[src/rtl/ibex_rf_backing_store.sv]
`default_nettype none
// ============================================================================
// Module      : ibex_rf_backing_store
// Description : Data-bus responder holding spilled register-file contexts.
//               Optional zeroise sweep: IBEX_RF_BACKING_STORE_ZEROIZE_EN.
// Revision    : 1.0 - initial release
// ============================================================================
module ibex_rf_backing_store #(
    parameter logic [31:0] BaseAddr    = 32'h0001_0000,
    parameter int unsigned NumContexts = 4,
    parameter int unsigned ReadLatency = 1
) (
    input  logic        clk_i,
    input  logic        rst_ni,
    input  logic        data_req_i,
    output logic        data_gnt_o,
    output logic        data_rvalid_o,
    input  logic        data_we_i,
    input  logic [3:0]  data_be_i,
    input  logic [31:0] data_addr_i,
    input  logic [31:0] data_wdata_i,
    output logic [31:0] data_rdata_o,
    output logic        data_err_o,
    input  logic        clear_req_i,
    output logic        clear_busy_o
);

    localparam int unsigned Depth    = NumContexts * 32;
    localparam int unsigned IdxW     = $clog2(Depth);
    localparam logic [31:0] WinBytes = 32'(NumContexts * 128);

    logic [31:0]     mem [Depth];
    logic [31:0]     offset;
    logic            addr_err;
    logic [IdxW-1:0] idx;
    logic            wr_en;
    logic            clear_we;
    logic [IdxW-1:0] clear_idx;

    // Below-window addresses wrap to a huge offset, so one compare covers both bounds.
    assign offset   = data_addr_i - BaseAddr;
    assign addr_err = (data_addr_i[1:0] != 2'b00) || (offset >= WinBytes);
    assign idx      = offset[IdxW+1:2];

`ifdef IBEX_RF_BACKING_STORE_ZEROIZE_EN
    typedef enum logic [0:0] {
        IDLE  = 1'b0,
        CLEAR = 1'b1
    } state_t;

    state_t          state;
    logic [IdxW-1:0] sweep_cnt;
    logic            busy_q;

    assign data_gnt_o = rst_ni && (state == IDLE) && data_req_i && !clear_req_i;

    always_ff @(posedge clk_i or negedge rst_ni) begin
        if (!rst_ni) begin
            state     <= IDLE;
            sweep_cnt <= '0;
            busy_q    <= 1'b0;
        end else begin
            case (state)
                IDLE: begin
                    if (clear_req_i) begin
                        state     <= CLEAR;
                        sweep_cnt <= '0;
                        busy_q    <= 1'b1;
                    end
                end
                CLEAR: begin
                    if (sweep_cnt == IdxW'(Depth - 1)) begin
                        state  <= IDLE;
                        busy_q <= 1'b0;
                    end else begin
                        sweep_cnt <= sweep_cnt + 1'b1;
                    end
                end
                default: state <= IDLE;
            endcase
        end
    end

    assign clear_busy_o = busy_q;
    assign clear_we     = (state == CLEAR);
    assign clear_idx    = sweep_cnt;
`else
    logic unused_clear_req;

    assign unused_clear_req = clear_req_i;
    assign data_gnt_o       = rst_ni && data_req_i;
    assign clear_busy_o     = 1'b0;
    assign clear_we         = 1'b0;
    assign clear_idx        = '0;
`endif

    assign wr_en = data_gnt_o && data_we_i && !addr_err;

    always_ff @(posedge clk_i) begin
        if (clear_we) begin
            mem[clear_idx] <= '0;
        end else if (wr_en) begin
            for (int b = 0; b < 4; b++) begin
                if (data_be_i[b]) begin
                    mem[idx][8*b +: 8] <= data_wdata_i[8*b +: 8];
                end
            end
        end
    end

    // Response pipeline: stage 0 captures the array at the grant edge.
    logic [ReadLatency-1:0] pipe_vld;
    logic [ReadLatency-1:0] pipe_err;
    logic [31:0]            pipe_data [ReadLatency];

    always_ff @(posedge clk_i or negedge rst_ni) begin
        if (!rst_ni) begin
            pipe_vld <= '0;
            pipe_err <= '0;
            for (int i = 0; i < ReadLatency; i++) begin
                pipe_data[i] <= '0;
            end
        end else begin
            pipe_vld[0]  <= data_gnt_o;
            pipe_err[0]  <= data_gnt_o && addr_err;
            pipe_data[0] <= (data_gnt_o && !data_we_i && !addr_err) ? mem[idx] : 32'h0;
            for (int i = 1; i < ReadLatency; i++) begin
                pipe_vld[i]  <= pipe_vld[i-1];
                pipe_err[i]  <= pipe_err[i-1];
                pipe_data[i] <= pipe_data[i-1];
            end
        end
    end

    assign data_rvalid_o = pipe_vld[ReadLatency-1];
    assign data_err_o    = pipe_err[ReadLatency-1];
    assign data_rdata_o  = pipe_data[ReadLatency-1];

endmodule
`default_nettype wire

[config.mk]
export PLATFORM = sky130hd
export DESIGN_NAME = ibex_rf_backing_store
export DESIGN_NICKNAME = d
export VERILOG_FILES = /design/src/rtl/ibex_rf_backing_store.sv
export SDC_FILE = /design/constraint.sdc
export NUM_CORES = 2
export LEC_CHECK = 0
export CAP_MARGIN = 10
export CORE_UTILIZATION = 55
export DETAILED_ROUTE_END_ITERATION = 8
export GPL_ROUTABILITY_DRIVEN = 1
export PLACE_DENSITY = 0.74
export SETUP_SLACK_MARGIN = 0.15
export SLEW_MARGIN = 15
export SYNTH_ARGS = -nofsm -noshare
export SYNTH_HDL_FRONTEND = slang
export SYNTH_SLANG_ARGS = --single-unit
export TNS_END_PERCENT = 5
[constraint.sdc]
create_clock -name clk_i -period 2.1 [get_ports clk_i]
set_clock_uncertainty 0.05 [all_clocks]
set_input_delay 0.21 -clock clk_i [delete_from_list [all_inputs] [get_ports clk_i]]
set_output_delay 0.21 -clock clk_i [all_outputs]
set_load 0.1 [all_outputs]
==> impl_metrics.ini <==
[synth]
yosys-top-cells-area = edfxtp_1 (78%), o221ai_1 (4.1%), o22ai_1 (2.8%), o21ai_0 (1.9%), mux2_2 (1.8%)
synthArstFlopShare_pct = 0.823
synth-edff-count = 4096
yosysTopAreaCellShare_pct = 77.7
yosys_register_bits = 4130
synth_top_area_cell = edfxtp_1
avgSynthCellArea_sq_um = 16.7
ys.flop_type = edfxtp_1
syn_nets = 9552
syn-cell-area_sq_um = 158000
ys_types = 79
synthCells = 9479
yosysWarnings = 0
ys_seq_area_share_pct = 78.2

[place]
place_area_sq_um = 183000
portBuffers = 106
globalplace.congestion = 1.05
dp.final_hpwl_mm = 405

[setup_path]
worst-setup-path-type = flip-flop to flip-flop
r2r_end = data_rdata_o[4]$_DFF_PN0_
ff2ff_setup_slack_ns = -0.23
path_delay_family = compound AO/OA/AOI/OAI gates
cp.required_ns = 2.92
crit_arrival_ns = 3.15
cpPeakStageDelay_ns = 0.44
r2r_cells = 7
critPathCaptureType = flip-flop
cp-start-kind = flip-flop
worst_r2r_startpoint = mem[35][4]$_DFFE_PP_
crit_chain = mux2i_1 -> a22oi_1 -> o221ai_1 -> o21ai_0 -> nand4bb_1 -> a311oi_1 -> buf_4
crit_buf_inv = 1
path_max_fanout = 1
cpMaxStageDelayCell = nand4bb_1

[clocking]
clock-sinks = 4130
numCtsBuffers = 400
root_buffer = clkbuf_16
cts_tree = yes
clk_pin_slew_worst_paths_ns = 0.06
clk_latency_ns = 0.97
htreeDepth = 5
clock_path_buffers = 4

[sta]
worst_slew_pin_slew_ns = 0.938
finalCritPeriodShare_pct = 111
rsz0062_at_grt = yes
slew_headroom_pct = 37.1
holdWs_ns = 0.0391
setup_tns_ns = -1.63
fmax_mhz = 429
setup_ws_ns = -0.229
finalSetupViolCount = 20
hold_viol = 0
slew_violations = 0
post-route-min-period_ns = 2.33

[floorplan]
start_util_pct = 55.4
coreArea_sq_um = 286000
die_w_um = 539
die_y_um = 539
row_count = 196
io_pins = 109
die_area_sq_um = 290000

[flow_run]
maxCapViolCount = 0

[finish]
nets = 11400
final_area_sq_um = 201000
fill_cells = 16900
drive_above_1_share_pct = 32.9
fin_util_pct = 70.4
synthToLayoutAreaGrowth_pct = 27.0

[min_path]
min_from = data_wdata_i[1]
holdPathStages = 2
holdPathEnd = mem[121][1]$_DFFE_PP_
hold_path.class = primary input to flip-flop

[route]
drcViolationCount = 0
wl_per_cell_um = 38.8
ant_nets = 0
vias_per_cell = 7.18
routed-via-count = 111000
drtIter0Drc = 20900
drt_wl_total_mm = 601
first_pass_iters = 7

[power_and_ir_drop]
leakage_uw = 0.0653
power.total_uw = 177000
p_per_area_nw_per_um2 = 880
ir_drop_mv = 0.738

[outcome]
status = finished, violations left
violations = negative setup slack

[grt]
grt_pass1_vias = 106000
grt_pass1_wl_mm = 815
grt_start_max_net_pins = 129
grtUsageTotal_pct = 40.3
grt.overflow.total = 0
grt_antenna_before_repair = 37
Yosys cell counts (14+ instances only):
| cell type | number |
|---|---|
| buf_4 | 48 |
| nand2_1 | 249 |
| mux4_2 | 54 |
| a21o_1 | 14 |
| nand3b_1 | 16 |
| a311oi_1 | 34 |
| edfxtp_1 | 4096 |
| o221ai_1 | 740 |
| nor4_1 | 31 |
| a22o_1 | 29 |
| a41oi_1 | 14 |
| o21a_1 | 17 |
| o22ai_1 | 698 |
| o21ai_0 | 615 |
| mux2_2 | 248 |
| dfrtp_1 | 34 |
| a21oi_1 | 197 |
| a221o_1 | 31 |
| nor2_1 | 667 |
| nor2b_1 | 38 |
| nand2b_1 | 23 |
| a22oi_1 | 104 |
| buf_1 | 104 |
| o31ai_1 | 37 |
| o2bb2ai_1 | 30 |
| a31oi_1 | 26 |
| o22a_1 | 23 |
| a211oi_1 | 53 |
| clkbuf_1 | 363 |
| nor3b_1 | 31 |
| mux2i_1 | 114 |
| and3b_1 | 17 |
| o211ai_1 | 58 |
| buf_2 | 250 |
| a221oi_1 | 58 |
| nand3_1 | 64 |
| nor3_1 | 50 |
worst reg2reg max path: stages (launching register included):
cell       delay, ns
edfxtp_1        0.34
mux2i_1         0.08
a22oi_1         0.27
o221ai_1        0.17
o21ai_0         0.36
nand4bb_1       0.44
a311oi_1        0.40
buf_4           0.18
flip-flops by register name, summed over array words and instances (netlist names):
| name | count |
|---|---|
| data_err_o | 1 |
| data_rdata_o | 32 |
| data_rvalid_o | 1 |
| mem | 4096 |
per-stage QoR:
step	instances	worst slack (ns)
6_report	15500	-0.229
5_1_grt	15500	-0.213
4_1_cts	15400	-0.167
3_5_place_dp	14600	-1.69
3_3_place_gp	14600	-1.69
2_1_floorplan	9479	-0.364
cell families (layout without fill, tap and decap cells):
family,count (synthesis),in the layout,synth area share [%]
multiplexers,416,416,3.25
XOR/XNOR,1,1,0.00553
other,1,31,0.00237
AND/OR/NAND/NOR,1255,1257,3.54
flip-flops,4130,4130,78.2
buffers and inverters,786,3006,2.24
AO/OA/AOI/OAI,2890,2890,12.8
layout make-up:
class / count / area [sq um] / area share [%]
inverters: 9 / 56.3 / 0.0280
flip-flops and latches: 4130 / 124000 / 61.6
clock inverters: 261 / 2850 / 1.42
clock buffers: 472 / 10400 / 5.18
multi-input cells: 4565 / 34700 / 17.2
well taps: 3762 / 4710 / 2.34
repair buffers: 2264 / 24400 / 12.2
diodes: 30 / 75.1 / 0.0373
layout by cell type, fill, tap and decap left out, types with 31 or more instances in the layout:
| cell | Yosys | layout |
|---|---|---|
| o21ai_0 | 615 | 573 |
| nor2_2 | 0 | 323 |
| nor2b_1 | 38 | 32 |
| clkinv_2 | 0 | 79 |
| a22oi_1 | 104 | 99 |
| mux2_2 | 248 | 228 |
| mux4_2 | 54 | 54 |
| nor2_1 | 667 | 224 |
| nand3_1 | 64 | 62 |
| o221ai_1 | 740 | 713 |
| bufinv_16 | 0 | 51 |
| dlygate4sd3_1 | 0 | 40 |
| o22ai_1 | 698 | 663 |
| a211oi_1 | 53 | 42 |
| clkbuf_1 | 363 | 64 |
| o211ai_1 | 58 | 58 |
| clkinv_1 | 0 | 67 |
| nor2_4 | 0 | 120 |
| buf_12 | 2 | 496 |
| buf_4 | 48 | 1560 |
| a21oi_1 | 197 | 190 |
| buf_6 | 9 | 91 |
| nand2_1 | 249 | 227 |
| a221o_1 | 31 | 31 |
| mux2i_1 | 114 | 114 |
| edfxtp_1 | 4096 | 4096 |
| o31ai_1 | 37 | 35 |
| o21ai_1 | 7 | 33 |
| nor3_1 | 50 | 42 |
| a221oi_1 | 58 | 42 |
| clkbuf_16 | 0 | 419 |
what timing repair did:
| action | CTS | global route |
|---|---|---|
| hold buffers | 40 | 1 |
| buffers inserted | 43 | 8 |
| endpoints found under the hold margin | 3301 | 25 |
| cloned | 8 | 18 |
| resized for setup | 483 | 196 |
| endpoints found under the setup margin | 4116 | 4135 |
| pin swaps | 155 | 73 |
how the worst max path moves through the flow:
stage	startpoint	endpoint	slack [ns]	cells past startpoint
after global routing	mem[35][4]$_DFFE_PP_	data_rdata_o[4]$_DFF_PN0_	-0.21	7
after floorplan	data_addr_i[2]	mem[98][0]$_DFFE_PP_	-0.36	10
after CTS	mem[51][2]$_DFFE_PP_	data_rdata_o[2]$_DFF_PN0_	-0.17	6
final	mem[35][4]$_DFFE_PP_	data_rdata_o[4]$_DFF_PN0_	-0.23	7
after detailed placement	data_addr_i[19]	data_rdata_o[20]$_DFF_PN0_	-1.69	11
after global placement	data_addr_i[6]	data_rdata_o[31]$_DFF_PN0_	-1.69	9
layer usage:
metal  global-route usage [%]  share of wire [%]
met5                        0              0.040
met4                     25.7                8.3
met3                     17.2                 18
met2                     56.6                 41
met1                     51.6                 32
where the power goes:
part / internal (uW) / switching, uW / total [uW]
sequential: 90500 / 0.478 / 90500
combinational: 4250 / 8680 / 12900
clock: 41900 / 31700 / 73600
Note: power is estimated with default switching activity, not from simulation.
